<file path="src/rtl/pipe_hazard_ctrl.sv">
// Hazard/pipeline control: in-flight scoreboard, load-use stall, redirect flush, multi-cycle EX hold.
// Build macro PIPE_FWD_EN enables EX forwarding; without it any RAW match in entries 0..DEPTH-2 stalls ID.
module pipe_hazard_ctrl #(
  parameter int DEPTH      = 3,
  parameter int RA_W       = 5,
  parameter int LOAD_STAGE = 2,
  parameter int MUL_CYCLES = 4,
  parameter int SEL_W      = $clog2(DEPTH)
) (
  input  logic             clk,
  input  logic             reset,
  input  logic             id_valid,
  input  logic [RA_W-1:0]  id_rs,
  input  logic [RA_W-1:0]  id_rt,
  input  logic             id_use_rs,
  input  logic             id_use_rt,
  input  logic             id_wr_en,
  input  logic [RA_W-1:0]  id_wr_addr,
  input  logic             id_is_load,
  input  logic             id_multi,
  input  logic             ex_redirect,
  output logic             stall_if,
  output logic             flush_if_id,
  output logic             bubble_id_ex,
  output logic             hold_id_ex,
  output logic             bubble_ex_mem,
  output logic             ex_start,
  output logic             busy,
  output logic [SEL_W-1:0] fwd_sel_a,
  output logic [SEL_W-1:0] fwd_sel_b
);

  localparam int CNT_W = (MUL_CYCLES > 1) ? $clog2(MUL_CYCLES) : 1;

  typedef struct packed {
    logic            vld;
    logic            wr_en;
    logic [RA_W-1:0] addr;
    logic            is_load;
    logic            multi;
  } prod_t;

  prod_t            ent_q [DEPTH];
  prod_t            ent_d [DEPTH];
  logic [CNT_W-1:0] cnt_q, cnt_d;
  logic             ex_start_q, ex_start_d;

  logic raw_hit, load_use, found_rs, found_rt;
  logic hazard, busy_hold, redir_eff, issue;

  function automatic logic src_match(input prod_t e, input logic [RA_W-1:0] src, input logic use_src);
    return e.vld && e.wr_en && (e.addr == src) && (src != '0) && use_src;
  endfunction

  // Only the nearest producer of each source decides whether it is a blocking load.
  always_comb begin
    raw_hit  = 1'b0;
    load_use = 1'b0;
    found_rs = 1'b0;
    found_rt = 1'b0;
    for (int j = 0; j < DEPTH-1; j++) begin
      if (!found_rs && src_match(ent_q[j], id_rs, id_use_rs)) begin
        found_rs = 1'b1;
        raw_hit  = 1'b1;
        if (ent_q[j].is_load && ((j + 1) < LOAD_STAGE)) load_use = 1'b1;
      end
      if (!found_rt && src_match(ent_q[j], id_rt, id_use_rt)) begin
        found_rt = 1'b1;
        raw_hit  = 1'b1;
        if (ent_q[j].is_load && ((j + 1) < LOAD_STAGE)) load_use = 1'b1;
      end
    end
  end

`ifdef PIPE_FWD_EN
  assign hazard = id_valid && load_use;
`else
  assign hazard = id_valid && (raw_hit || load_use);
`endif

  assign busy_hold = (cnt_q != '0);
  assign redir_eff = ex_redirect && !busy_hold;
  assign issue     = id_valid && !hazard && !redir_eff && !busy_hold;

  always_comb begin
    for (int j = 0; j < DEPTH; j++) ent_d[j] = ent_q[j];
    cnt_d      = cnt_q;
    ex_start_d = 1'b0;
    if (busy_hold) begin
      // EX keeps the multi-cycle op; EX/MEM sees bubbles while older entries drain.
      cnt_d    = cnt_q - CNT_W'(1);
      ent_d[1] = '0;
      for (int j = 2; j < DEPTH; j++) ent_d[j] = ent_q[j-1];
    end else begin
      ent_d[0] = '0;
      if (issue) begin
        ent_d[0].vld     = 1'b1;
        ent_d[0].wr_en   = id_wr_en;
        ent_d[0].addr    = id_wr_addr;
        ent_d[0].is_load = id_is_load;
        ent_d[0].multi   = id_multi;
      end
      for (int j = 1; j < DEPTH; j++) ent_d[j] = ent_q[j-1];
      if (issue && id_multi) begin
        cnt_d      = CNT_W'(MUL_CYCLES - 1);
        ex_start_d = 1'b1;
      end
    end
  end

  always_ff @(posedge clk or posedge reset) begin
    if (reset) begin
      for (int j = 0; j < DEPTH; j++) ent_q[j] <= '0;
      cnt_q      <= '0;
      ex_start_q <= 1'b0;
    end else begin
      for (int j = 0; j < DEPTH; j++) ent_q[j] <= ent_d[j];
      cnt_q      <= cnt_d;
      ex_start_q <= ex_start_d;
    end
  end

  assign stall_if      = !reset && (busy_hold || (hazard && !redir_eff));
  assign flush_if_id   = !reset && redir_eff;
  assign bubble_id_ex  = !reset && !busy_hold && (redir_eff || hazard);
  assign hold_id_ex    = !reset && busy_hold;
  assign bubble_ex_mem = !reset && busy_hold;
  assign ex_start      = !reset && ex_start_q;
  assign busy          = !reset && ent_q[0].vld && ent_q[0].multi;

`ifdef PIPE_FWD_EN
  typedef struct packed {
    logic [RA_W-1:0] rs;
    logic [RA_W-1:0] rt;
    logic            use_rs;
    logic            use_rt;
  } src_t;

  src_t             src_q, src_d;
  logic [SEL_W-1:0] fwd_a, fwd_b;

  // Source operands of the ID/EX occupant, tracked alongside entry 0.
  always_comb begin
    src_d = src_q;
    if (!busy_hold) begin
      src_d = '0;
      if (issue) begin
        src_d.rs     = id_rs;
        src_d.rt     = id_rt;
        src_d.use_rs = id_use_rs;
        src_d.use_rt = id_use_rt;
      end
    end
  end

  always_ff @(posedge clk or posedge reset) begin
    if (reset) src_q <= '0;
    else       src_q <= src_d;
  end

  // Scanning oldest to youngest lets the youngest matching producer win.
  always_comb begin
    fwd_a = '0;
    fwd_b = '0;
    for (int j = DEPTH-1; j >= 1; j--) begin
      if (src_match(ent_q[j], src_q.rs, src_q.use_rs)) fwd_a = SEL_W'(j);
      if (src_match(ent_q[j], src_q.rt, src_q.use_rt)) fwd_b = SEL_W'(j);
    end
  end

  assign fwd_sel_a = reset ? '0 : fwd_a;
  assign fwd_sel_b = reset ? '0 : fwd_b;
`else
  assign fwd_sel_a = '0;
  assign fwd_sel_b = '0;
`endif

endmodule

</file>
<file path="config.mk">
export PLATFORM = sky130hd
export DESIGN_NAME = pipe_hazard_ctrl
export DESIGN_NICKNAME = d
export VERILOG_FILES = /design/src/rtl/pipe_hazard_ctrl.sv
export SDC_FILE = /design/constraint.sdc
export NUM_CORES = 1
export LEC_CHECK = 0
export CORE_ASPECT_RATIO = 0.9
export CORE_MARGIN = 3
export CORE_UTILIZATION = 40
export CTS_CLUSTER_SIZE = 10
export DETAILED_ROUTE_END_ITERATION = 7
export PLACE_DENSITY_LB_ADDON = 0.2
export SLEW_MARGIN = 15
export SYNTH_ARGS = -nofsm -noshare
export SYNTH_HDL_FRONTEND = slang
export SYNTH_SLANG_ARGS = --single-unit
</file>
<file path="constraint.sdc">
create_clock -name clk -period 4.94 [get_ports clk]
set_input_delay 0.988 -clock clk [delete_from_list [all_inputs] [get_ports clk]]
set_output_delay 0.988 -clock clk [all_outputs]
set_load 0.02 [all_outputs]
</file>
* Word level (Yosys, flattened, before mapping)
Index checks and enable logic that the tools add are counted.
** Cells by class
- Add/sub/neg operators :: 1
- Multiplexer cells :: 15
- Reductions and logical operators :: 44
- Equal/unequal tests :: 4
** Operator list (count)
- $logic_and 1x1->1 :: 31
- $eq 5x5->1 :: 4
- $mux 18 :: 1
- $mux 1 :: 11
- $reduce_bool 5->1 :: 2
- $mux 9 :: 1
- $logic_not 1->1 :: 6
- $mux 2 :: 2
- $reduce_bool 2->1 :: 2
- $logic_or 1x1->1 :: 3
- $sub 2x1->2 const B :: 1
** Word-level totals
- Output and inout bits :: 11
- Word-level logic and storage cells :: 76
- Register bits :: 21

* Logic depth before layout (Yosys ltp)
Gate-level depths: netlist of run 1.
- Depth after elaboration :: 18
- Gate-level depth with buffers :: 6

* Worst setup path after synthesis of run 1
Ideal clock, no wire load.
- Path type :: input to output
- Start point :: input id_rs[4]
- End point :: output bubble_id_ex
- Data arrival time :: 2.358 ns
- Buffers on the path :: 0
- Path slack :: 1.594 ns
- Stages :: 6
- Required time :: 3.952 ns
- Path through :: xor2_1 > nor4_1 > a22oi_1 > o22ai_1 > a21oi_1 > nor3b_1
** On the way
- Cells in the longest elaborated chain, start to end :: 13
** RTL lines
- start: declaration :: line 13 : input logic [RA_W-1:0] id_rs,
- $eq 5x5->1 :: line 52 : return e.vld && e.wr_en && (e.addr == src) && (src != '0) && use_src;
- $logic_and 1x1->1 (3 in a row) :: line 52
- $mux 1 :: line 62 : if (!found_rs && src_match(ent_q[j], id_rs, id_use_rs)) begin
- $logic_not 1->1 :: line 62
- $logic_and 1x1->1 :: line 62
- $mux 1 :: line 62
- $mux 1 :: line 67 : if (!found_rt && src_match(ent_q[j], id_rt, id_use_rt)) begin
- $logic_or 1x1->1 (*) :: line 78 : assign hazard = id_valid && (raw_hit || load_use);
- $logic_and 1x1->1 (*) :: line 78
- $logic_or 1x1->1 (*) :: line 125 : assign bubble_id_ex = !reset && !busy_hold && (redir_eff || hazard);
- $logic_and 1x1->1 (*) :: line 125
- end: declaration :: line 24 : output logic bubble_id_ex,
Every way passes the cells marked *; elsewhere a longest branch is shown, timed or not.

* Final worst setup path of run 1
- Start point :: input id_rt[4]
- End point :: output bubble_id_ex
** On the way
- Cells in the longest elaborated chain, start to end :: 12
** RTL lines
- start: declaration :: line 14 : input logic [RA_W-1:0] id_rt,
- $eq 5x5->1 :: line 52
- $logic_and 1x1->1 (3 in a row) :: line 52
- $mux 1 :: line 67
- $logic_not 1->1 :: line 67
- $logic_and 1x1->1 :: line 67
- $mux 1 :: line 67
- $logic_or 1x1->1 (*) :: line 78
- $logic_and 1x1->1 (*) :: line 78
- $logic_or 1x1->1 (*) :: line 125
- $logic_and 1x1->1 (*) :: line 125
Marked as above.

==> results.tsv, run 1 <==
metric	value	unit
leakage dissipation	0.6859	nW
Placed Instances	169	
unrepaired setup endpoints after global routing	false	
required time of the critical path	3.95	ns
clock latency at the later pin of the worst-skew pair	0.29	ns
cells on worst reg2reg path	6	
post-route non-filler standard cell count	173	
worst clock skew	0.008100	ns
Gate Count Post-Synth	115	
result of the run	completed	
maximum clock frequency	230.0	MHz
Inserted Clock Buffers	3	
Overall Global Routing Usage	14.90	%
Synth area leaders	sky130_fd_sc_hd__dfrtp_1, sky130_fd_sc_hd__xor2_1, sky130_fd_sc_hd__inv_1	
NumNets Final	171	
relative contribution of the clock network to total power	16.5	%
Area Overhead vs Synth	31.38	%
Initial Util	42.94	%
DRC Markers	0	
clock root buffer	sky130_fd_sc_hd__clkbuf_4	
met2 track demand over resource	22.30	%
net switching power figure	0.0002022	W
maximum number of pins on one net before global-route repair	23	
TritonCTS clock tree	yes	
fraction of the cycle the final worst path needs	88.03	%
Max Transition Viols Final	0	
share of total power in sequential cells	43.6	%
final global-route overflow total	0	
share of Yosys cell area claimed by the top area cell type	42.15	%
worst slack after detailed placement	0.5997	ns
post-CTS setup buffer count	0	
Clock Path Buffers	2	
Worst Hold Path EP	ent_q[18]	
final worst-path setup slack	0.5914	ns
R2R Path Start	cnt_q[0]	
fraction of registers with async set/reset	100.0	%
wire length per cell after detailed routing	12.49	µm
ratio of cells with drive above 1 in the final layout	7.586	%
number of clock sinks	18	
MaxCap Viol Count	0	
maximum fanout encountered on the critical timing path	3	
flip-flop and latch count after synthesis	18	
number of design-rule violations left by the first detailed-router iteration	18	
Clock H-tree levels	1	
CP Capture Type	primary output	
portion of the post-synthesis area used by sequential elements	42.15	%
Reg2Reg Setup Slack	3.01	ns
M3 GR Usage	5.800	%
number of buffers added to fix hold violations after cts	0	
number of synthesized flops with an enable pin	0	
IO Pins	35	
Synth Area per Inst	9.292	µm²
critical setup path kind	input port to primary output	
# port buffers	29	
Max rail drop VDD	0.3281	mV
filler cell count in the final layout	238	
Gate power share	39.9	%
RR Endpoint	ent_q[18]	
number of antenna violations at the first check in global routing	0	
global-route wire length before repair	3629	µm
first-pass detailed-route iteration total	4	
total via count in the routed design	840	
final RePlAce weighted congestion	0.7355	
post-layout total power	0.0005485	W
post-route antenna net violation count	0	
post-layout instance area	1404	µm²
worst hold-check path type	flip-flop to flip-flop	
ant diodes	0	
Post-Place Cell Area	1368	µm²
global-route met1 utilization	20.14	%
total number of placement rows	17	
clock slew at reported path FFs	0.10	ns
biggest area consumer among synthesized cells	sky130_fd_sc_hd__dfrtp_1	
vertical die dimension	55.03	µm
Min-Delay Startpoint	ent_q[18]	
Setup violations, final	0	
WHS Path Cells	2	
routing layer with the top usage in global route	met2	
PostCTS Resize Cnt	0	
Min Clock Period, post-route	4.349	ns
prevailing post-synth register cell	sky130_fd_sc_hd__dfrtp_1	
area enclosed by the die boundary	3328	µm²
Startpoint Class	input port	
Rel. slew slack	53.88	%
vias in the first global route	788	
distinct cell type count after synthesis	26	
design internal power	0.0003463	W
net switching fraction of the power	36.86	%
post-DP HPWL	1719	µm
synthesis warning total	0	
overall routed net length	2160	µm
number of vias per cell after detailed routing	4.855	
slew of the pin with the lowest slew margin	0.6918	ns
cell area after synthesis	1069	µm²
Core Footprint	2489	µm²
ratio of total power to cell area	390.7	nW/µm²
Total Negative Setup Slacks	0	ns
die outline width	60.48	µm
Crit path arrival time	3.36	ns
final-report hold violation count	0	
==> cell usage after synthesis, types with 2 or more instances <==
| cell | count |
|---|---|
| sky130_fd_sc_hd__buf_4 | 5 |
| sky130_fd_sc_hd__a21oi_1 | 2 |
| sky130_fd_sc_hd__inv_1 | 19 |
| sky130_fd_sc_hd__o21ai_2 | 3 |
| sky130_fd_sc_hd__a22oi_1 | 2 |
| sky130_fd_sc_hd__nand2_1 | 5 |
| sky130_fd_sc_hd__nor2b_1 | 2 |
| sky130_fd_sc_hd__xor2_1 | 21 |
| sky130_fd_sc_hd__nor4_1 | 4 |
| sky130_fd_sc_hd__o22ai_1 | 7 |
| sky130_fd_sc_hd__nor2_1 | 5 |
| sky130_fd_sc_hd__dfrtp_1 | 18 |
| sky130_fd_sc_hd__and2_1 | 8 |
| sky130_fd_sc_hd__clkbuf_1 | 2 |
==> critical path, cell delays in order <==
cell and delay, ns:
sky130_fd_sc_hd__clkdlybuf4s50_1 0.48, sky130_fd_sc_hd__xor2_1 0.20, sky130_fd_sc_hd__nor4_1 0.33, sky130_fd_sc_hd__a22oi_1 0.19, sky130_fd_sc_hd__o22ai_1 0.24, sky130_fd_sc_hd__a21oi_1 0.12
sky130_fd_sc_hd__nor3b_1 0.18, sky130_fd_sc_hd__clkdlybuf4s50_1 0.64
==> per-stage QoR <==
step                      hold WS [ns]  utilization [%]
final                           0.5069            56.41
after CTS                       0.5132            56.41
after global placement          0.4828            54.95
after detailed placement        0.4891            54.95
after global routing            0.5583            56.41
after floorplan                 0.4688                -
==> routing by layer <==
layer	vias to the layer above	routed length (µm)
met2	30	966
met1	383	943
li1	423	-
met3	4	221
met4	0	29
met5	-	0
==> logic make-up after synthesis <==
logic type      synth area share [%]
xor+xnor                       17.21
mux                           0.9368
other cells                   0.3510
fa+ha+maj                      1.171
compound gates                 11.24
simple gates                   16.04
flops                          42.15
buf+inv                        10.89
==> flip-flops by register name, indices dropped and copies added (netlist names) <==
| register | count |
|---|---|
| ent_q | 15 |
| cnt_q | 2 |
| ex_start_q | 1 |
==> final cells by class <==
cell class	instances	area, µm²	area share [%]
multi-input cells	74	513.0	36.54
flip-flops and latches	18	450.4	32.09
repair buffers	30	297.8	21.21
inverters	19	71.32	5.080
clock buffers	4	36.28	2.585
well taps	28	35.03	2.496
==> cells in the final DEF (no fill, tap or decap), types with 2 or more instances in the layout <==
cell,netlist,layout
sky130_fd_sc_hd__clkdlybuf4s50_1,0,29
sky130_fd_sc_hd__xor2_1,21,21
sky130_fd_sc_hd__inv_1,19,19
sky130_fd_sc_hd__dfrtp_1,18,18
sky130_fd_sc_hd__and2_1,8,8
sky130_fd_sc_hd__o22ai_1,7,7
sky130_fd_sc_hd__nand2_1,5,5
sky130_fd_sc_hd__nor2_1,5,5
sky130_fd_sc_hd__nor4_1,4,4
sky130_fd_sc_hd__conb_1,1,4
sky130_fd_sc_hd__o21ai_2,3,3
sky130_fd_sc_hd__clkbuf_4,0,3
sky130_fd_sc_hd__a22oi_1,2,2
sky130_fd_sc_hd__nor2b_1,2,2
sky130_fd_sc_hd__a21oi_1,2,2
==> power by group through the flow <==
stage | Combinational (W) | Clock (W) | Sequential, W
finish | 0.000219 | 0.0000907 | 0.000239
global route | 0.000250 | 0.000102 | 0.000247
CTS | 0.000223 | 0.0000945 | 0.000240
detailed placement | 0.000221 | 0 | 0.000243
global placement | 0.000216 | 0 | 0.000240
floorplan | 0.000160 | 0 | 0.000231
==> how the worst max path moves through the flow <==
stage | from | end | slack, ns | cells after the start
after global placement | id_rt[4] | bubble_id_ex | 0.64 | 8
after CTS | id_rt[4] | bubble_id_ex | 0.58 | 8
final | id_rt[4] | bubble_id_ex | 0.59 | 8
after global routing | id_rs[4] | bubble_id_ex | 0.40 | 8
after detailed placement | id_rt[4] | bubble_id_ex | 0.60 | 8
after floorplan | id_rs[4] | bubble_id_ex | 1.59 | 6
Power figures use the tool's default switching activity.
==> run 2: changes to the inputs <==
--- a/config.mk
+++ b/config.mk
@@ -5,6 +5,7 @@
 export SDC_FILE = /design/constraint.sdc
 export NUM_CORES = 1
 export LEC_CHECK = 0
+export ABC_AREA = 1
 export CORE_ASPECT_RATIO = 0.9
 export CORE_MARGIN = 3
 export CORE_UTILIZATION = 40
==> run 2 against run 1 <==
Final cell count grew 53%. Power grew 12%. Sequential power is essentially flat.
==> results.tsv, run 2 <==
metric	value	unit	change
distinct cell type count after synthesis	23		-12%
highest-delay cell along the critical path	sky130_fd_sc_hd__clkdlybuf4s50_1		
biggest area consumer among synthesized cells	sky130_fd_sc_hd__dfrtp_1		
cell occurring most often along the worst timing path	sky130_fd_sc_hd__nand2_1		
ratio of cells with drive above 1 in the final layout	16.67	%	+9.1 points
Core Footprint	3090	µm²	+24%
Crit path arrival time	2.99	ns	-0.37 ns
filler cell count in the final layout	320		+34%
leakage dissipation	0.9240	nW	+35%
final global-route overflow total	0		unchanged
die outline width	66.27	µm	+9.6%
crit path buf inv count	4		+2
Synth Area per Inst	6.846	µm²	-26%
post-route antenna net violation count	0		unchanged
post-route non-filler standard cell count	264		+53%
Area Overhead vs Synth	27.27	%	
fraction of registers with async set/reset	100.0	%	unchanged
Reg2Reg Setup Slack	3.40	ns	+0.39 ns
most used cells in the layout excluding fill and tap cells	sky130_fd_sc_hd__nand2_1, sky130_fd_sc_hd__inv_1, sky130_fd_sc_hd__clkdlybuf4s50_1		
total via count in the routed design	1110		+32%
PostCTS Resize Cnt	0		unchanged
number of buffers added to fix hold violations after cts	0		unchanged
synthesis warning total	0		unchanged
vias in the first global route	1006		+28%
share of Yosys cell area claimed by the top area cell type	34.45	%	-7.7 points
number of synthesized flops with an enable pin	0		unchanged
Clock Path Buffers	2		unchanged
number of vias per cell after detailed routing	4.205		-13%
global-route wire length before repair	4326	µm	+19%
TritonCTS clock tree	yes		
Setup violations, final	0		unchanged
maximum fanout encountered on the critical timing path	4		+1
met2 routed WL	1223	µm	+27%
MaxCap Viol Count	0		unchanged
Total Negative Setup Slacks	0	ns	unchanged
Inserted Clock Buffers	3		unchanged
CP Capture Type	primary output		
IO Pins	35		unchanged
commonest non-fill, non-tap cell in the layout	sky130_fd_sc_hd__nand2_1		
ratio of total power to cell area	368.2	nW/µm²	-5.8%
number of clock sinks	18		unchanged
Gate Count Post-Synth	191		+66%
Overall Global Routing Usage	14.10	%	-0.80 points
number of design-rule violations left by the first detailed-router iteration	63		+45
Max rail drop VDD	0.2397	mV	-27%
Worst path max stage delay	0.61	ns	-0.03 ns
final core utilization	53.85	%	-2.6 points
top cells by count, synth	sky130_fd_sc_hd__nand2_1, sky130_fd_sc_hd__inv_1, sky130_fd_sc_hd__dfrtp_1, sky130_fd_sc_hd__nor2_1, sky130_fd_sc_hd__nand3_1		
required time of the critical path	3.95	ns	about the same
DR WL met3	105	µm	-52%
cell-by-cell listing of the critical path	clkdlybuf4s50_1 > inv_2 > nand2_1 > nand2_1 > inv_1 > nand2_1 > nor2_2 > nand2_1 > nand2_2 > nand2_4 > nand2_2 > nand3_2 > a21oi_2 > clkdlybuf4s50_1		
Worst Hold Path EP	ent_q[18]		
NumNets Final	248		+45%
final-report hold violation count	0		unchanged
post-layout total power	0.0006128	W	+12%
critical path's top delay family	buffers and inverters		
Clock H-tree levels	1		unchanged
wire length per cell after detailed routing	9.981	µm	-20%
critical setup path kind	input port to primary output		
Min-Delay Startpoint	ent_q[18]		
worst hold-check path type	flip-flop to flip-flop		
post-CTS setup buffer count	0		unchanged
Min Clock Period, post-route	3.976	ns	-0.3730 ns
clock root buffer	sky130_fd_sc_hd__clkbuf_4		
maximum number of pins on one net before global-route repair	19		-17%
clock latency at the later pin of the worst-skew pair	0.28	ns	about the same
first-pass detailed-route iteration total	4		unchanged
flip-flop and latch count after synthesis	18		unchanged
prevailing post-synth register cell	sky130_fd_sc_hd__dfrtp_1		
most frequent cell after synthesis	sky130_fd_sc_hd__nand2_1		
WHS Path Cells	2		unchanged
area enclosed by the die boundary	3992	µm²	+20%
overall routed net length	2635	µm	+22%
portion of the post-synthesis area used by sequential elements	34.45	%	-7.7 points
post-DP HPWL	2091	µm	+22%
ant diodes	0		unchanged
Synth area leaders	sky130_fd_sc_hd__dfrtp_1, sky130_fd_sc_hd__nand2_1, sky130_fd_sc_hd__inv_1		
# port buffers	29		unchanged
unrepaired setup endpoints after global routing	false		
cells on worst reg2reg path	8		+2
Highest Signal Layer	met4		
maximum clock frequency	251.5	MHz	+9.4%
Initial Util	42.31	%	-0.63 points
cell area after synthesis	1308	µm²	+22%
Largest regs	ent_q: 15 flops, cnt_q: 2 flops, ex_start_q: 1 flops		
max FFs per register	15		unchanged
number of antenna violations at the first check in global routing	0		unchanged
Startpoint Class	input port		
clock slew at reported path FFs	0.10	ns	about the same
RR Endpoint	cnt_q[1]		
Placed Instances	260		+54%
vertical die dimension	60.24	µm	+9.5%
R2R Path Start	cnt_q[0]		
Max Transition Viols Final	0		unchanged
wire length on met1	1282	µm	+36%
register name with the most flops	ent_q		
DRC Markers	0		unchanged
fraction of the cycle the final worst path needs	80.48	%	-7.6 points
result of the run	completed		
total number of placement rows	19		+2
final RePlAce weighted congestion	0.8662		+18%
worst clock skew	0.004802	ns	-0.003298 ns
## run 2: report_power, final
group	switching, W	internal (W)
Clock	0.0000419	0.0000447
Sequential	0.0000419	0.000195
Combinational	0.000167	0.000122
Total	0.000251	0.000362
## run 2: routing by layer
metal  vias to the layer above  GRT usage (%)
met5                         -              0
met2                        22          23.34
met4                         0          5.217
met1                       470          18.93
met3                         2          1.692
li1                        616              -
## run 2: how the worst max path moves through the flow
| stage | from | end | slack [ns] | cells past startpoint |
|---|---|---|---|---|
| 3_3_place_gp | id_rs[0] | stall_if | 0.96 | 14 |
| 5_1_grt | id_rt[0] | stall_if | 0.82 | 12 |
| 6_report | id_rs[0] | stall_if | 0.96 | 14 |
| 3_5_place_dp | id_rs[0] | stall_if | 0.97 | 14 |
| 2_1_floorplan | id_rt[1] | stall_if | 2.10 | 9 |
| 4_1_cts | id_rs[0] | stall_if | 0.95 | 14 |
## run 2: area by class of cell
class / instances / area (µm²) / area share (%)
clock buffer: 4 / 36.28 / 2.180
inverter: 44 / 165.2 / 9.925
multi-input combinational: 125 / 654.4 / 39.32
sequential: 18 / 450.4 / 27.07
tap: 42 / 52.55 / 3.158
timing repair buffer: 31 / 305.3 / 18.35
## run 2: through the flow
step                      instance area [µm²]  hold WS, ns  setup slack (ns)
after global routing                     1664       0.5519            0.8182
after global placement                   1628       0.4644            0.9572
after detailed placement                 1628       0.4778            0.9666
final                                    1664       0.4965            0.9645
after CTS                                1664       0.5027            0.9515
after floorplan                          1319       0.4488             2.101
## run 2: cells by family (layout without fill, tap and decap cells)
| logic type | Yosys count | count (layout) | share of synthesized area (%) |
|---|---|---|---|
| AND/OR/NAND/NOR | 103 | 103 | 36.65 |
| buffers and inverters | 51 | 79 | 16.36 |
| flip-flops | 18 | 18 | 34.45 |
| AO/OA/AOI/OAI | 13 | 13 | 8.613 |
| XOR/XNOR | 4 | 4 | 2.679 |
| adder cells (fa/ha/maj) | 1 | 1 | 0.9568 |
| other | 1 | 4 | 0.2868 |
## run 2: tightest hold or removal path, cell delays in order, from the launching register on
cell and delay [ns]:
sky130_fd_sc_hd__dfrtp_1 0.36, sky130_fd_sc_hd__nand2_1 0.06, sky130_fd_sc_hd__nand2_1 0.06
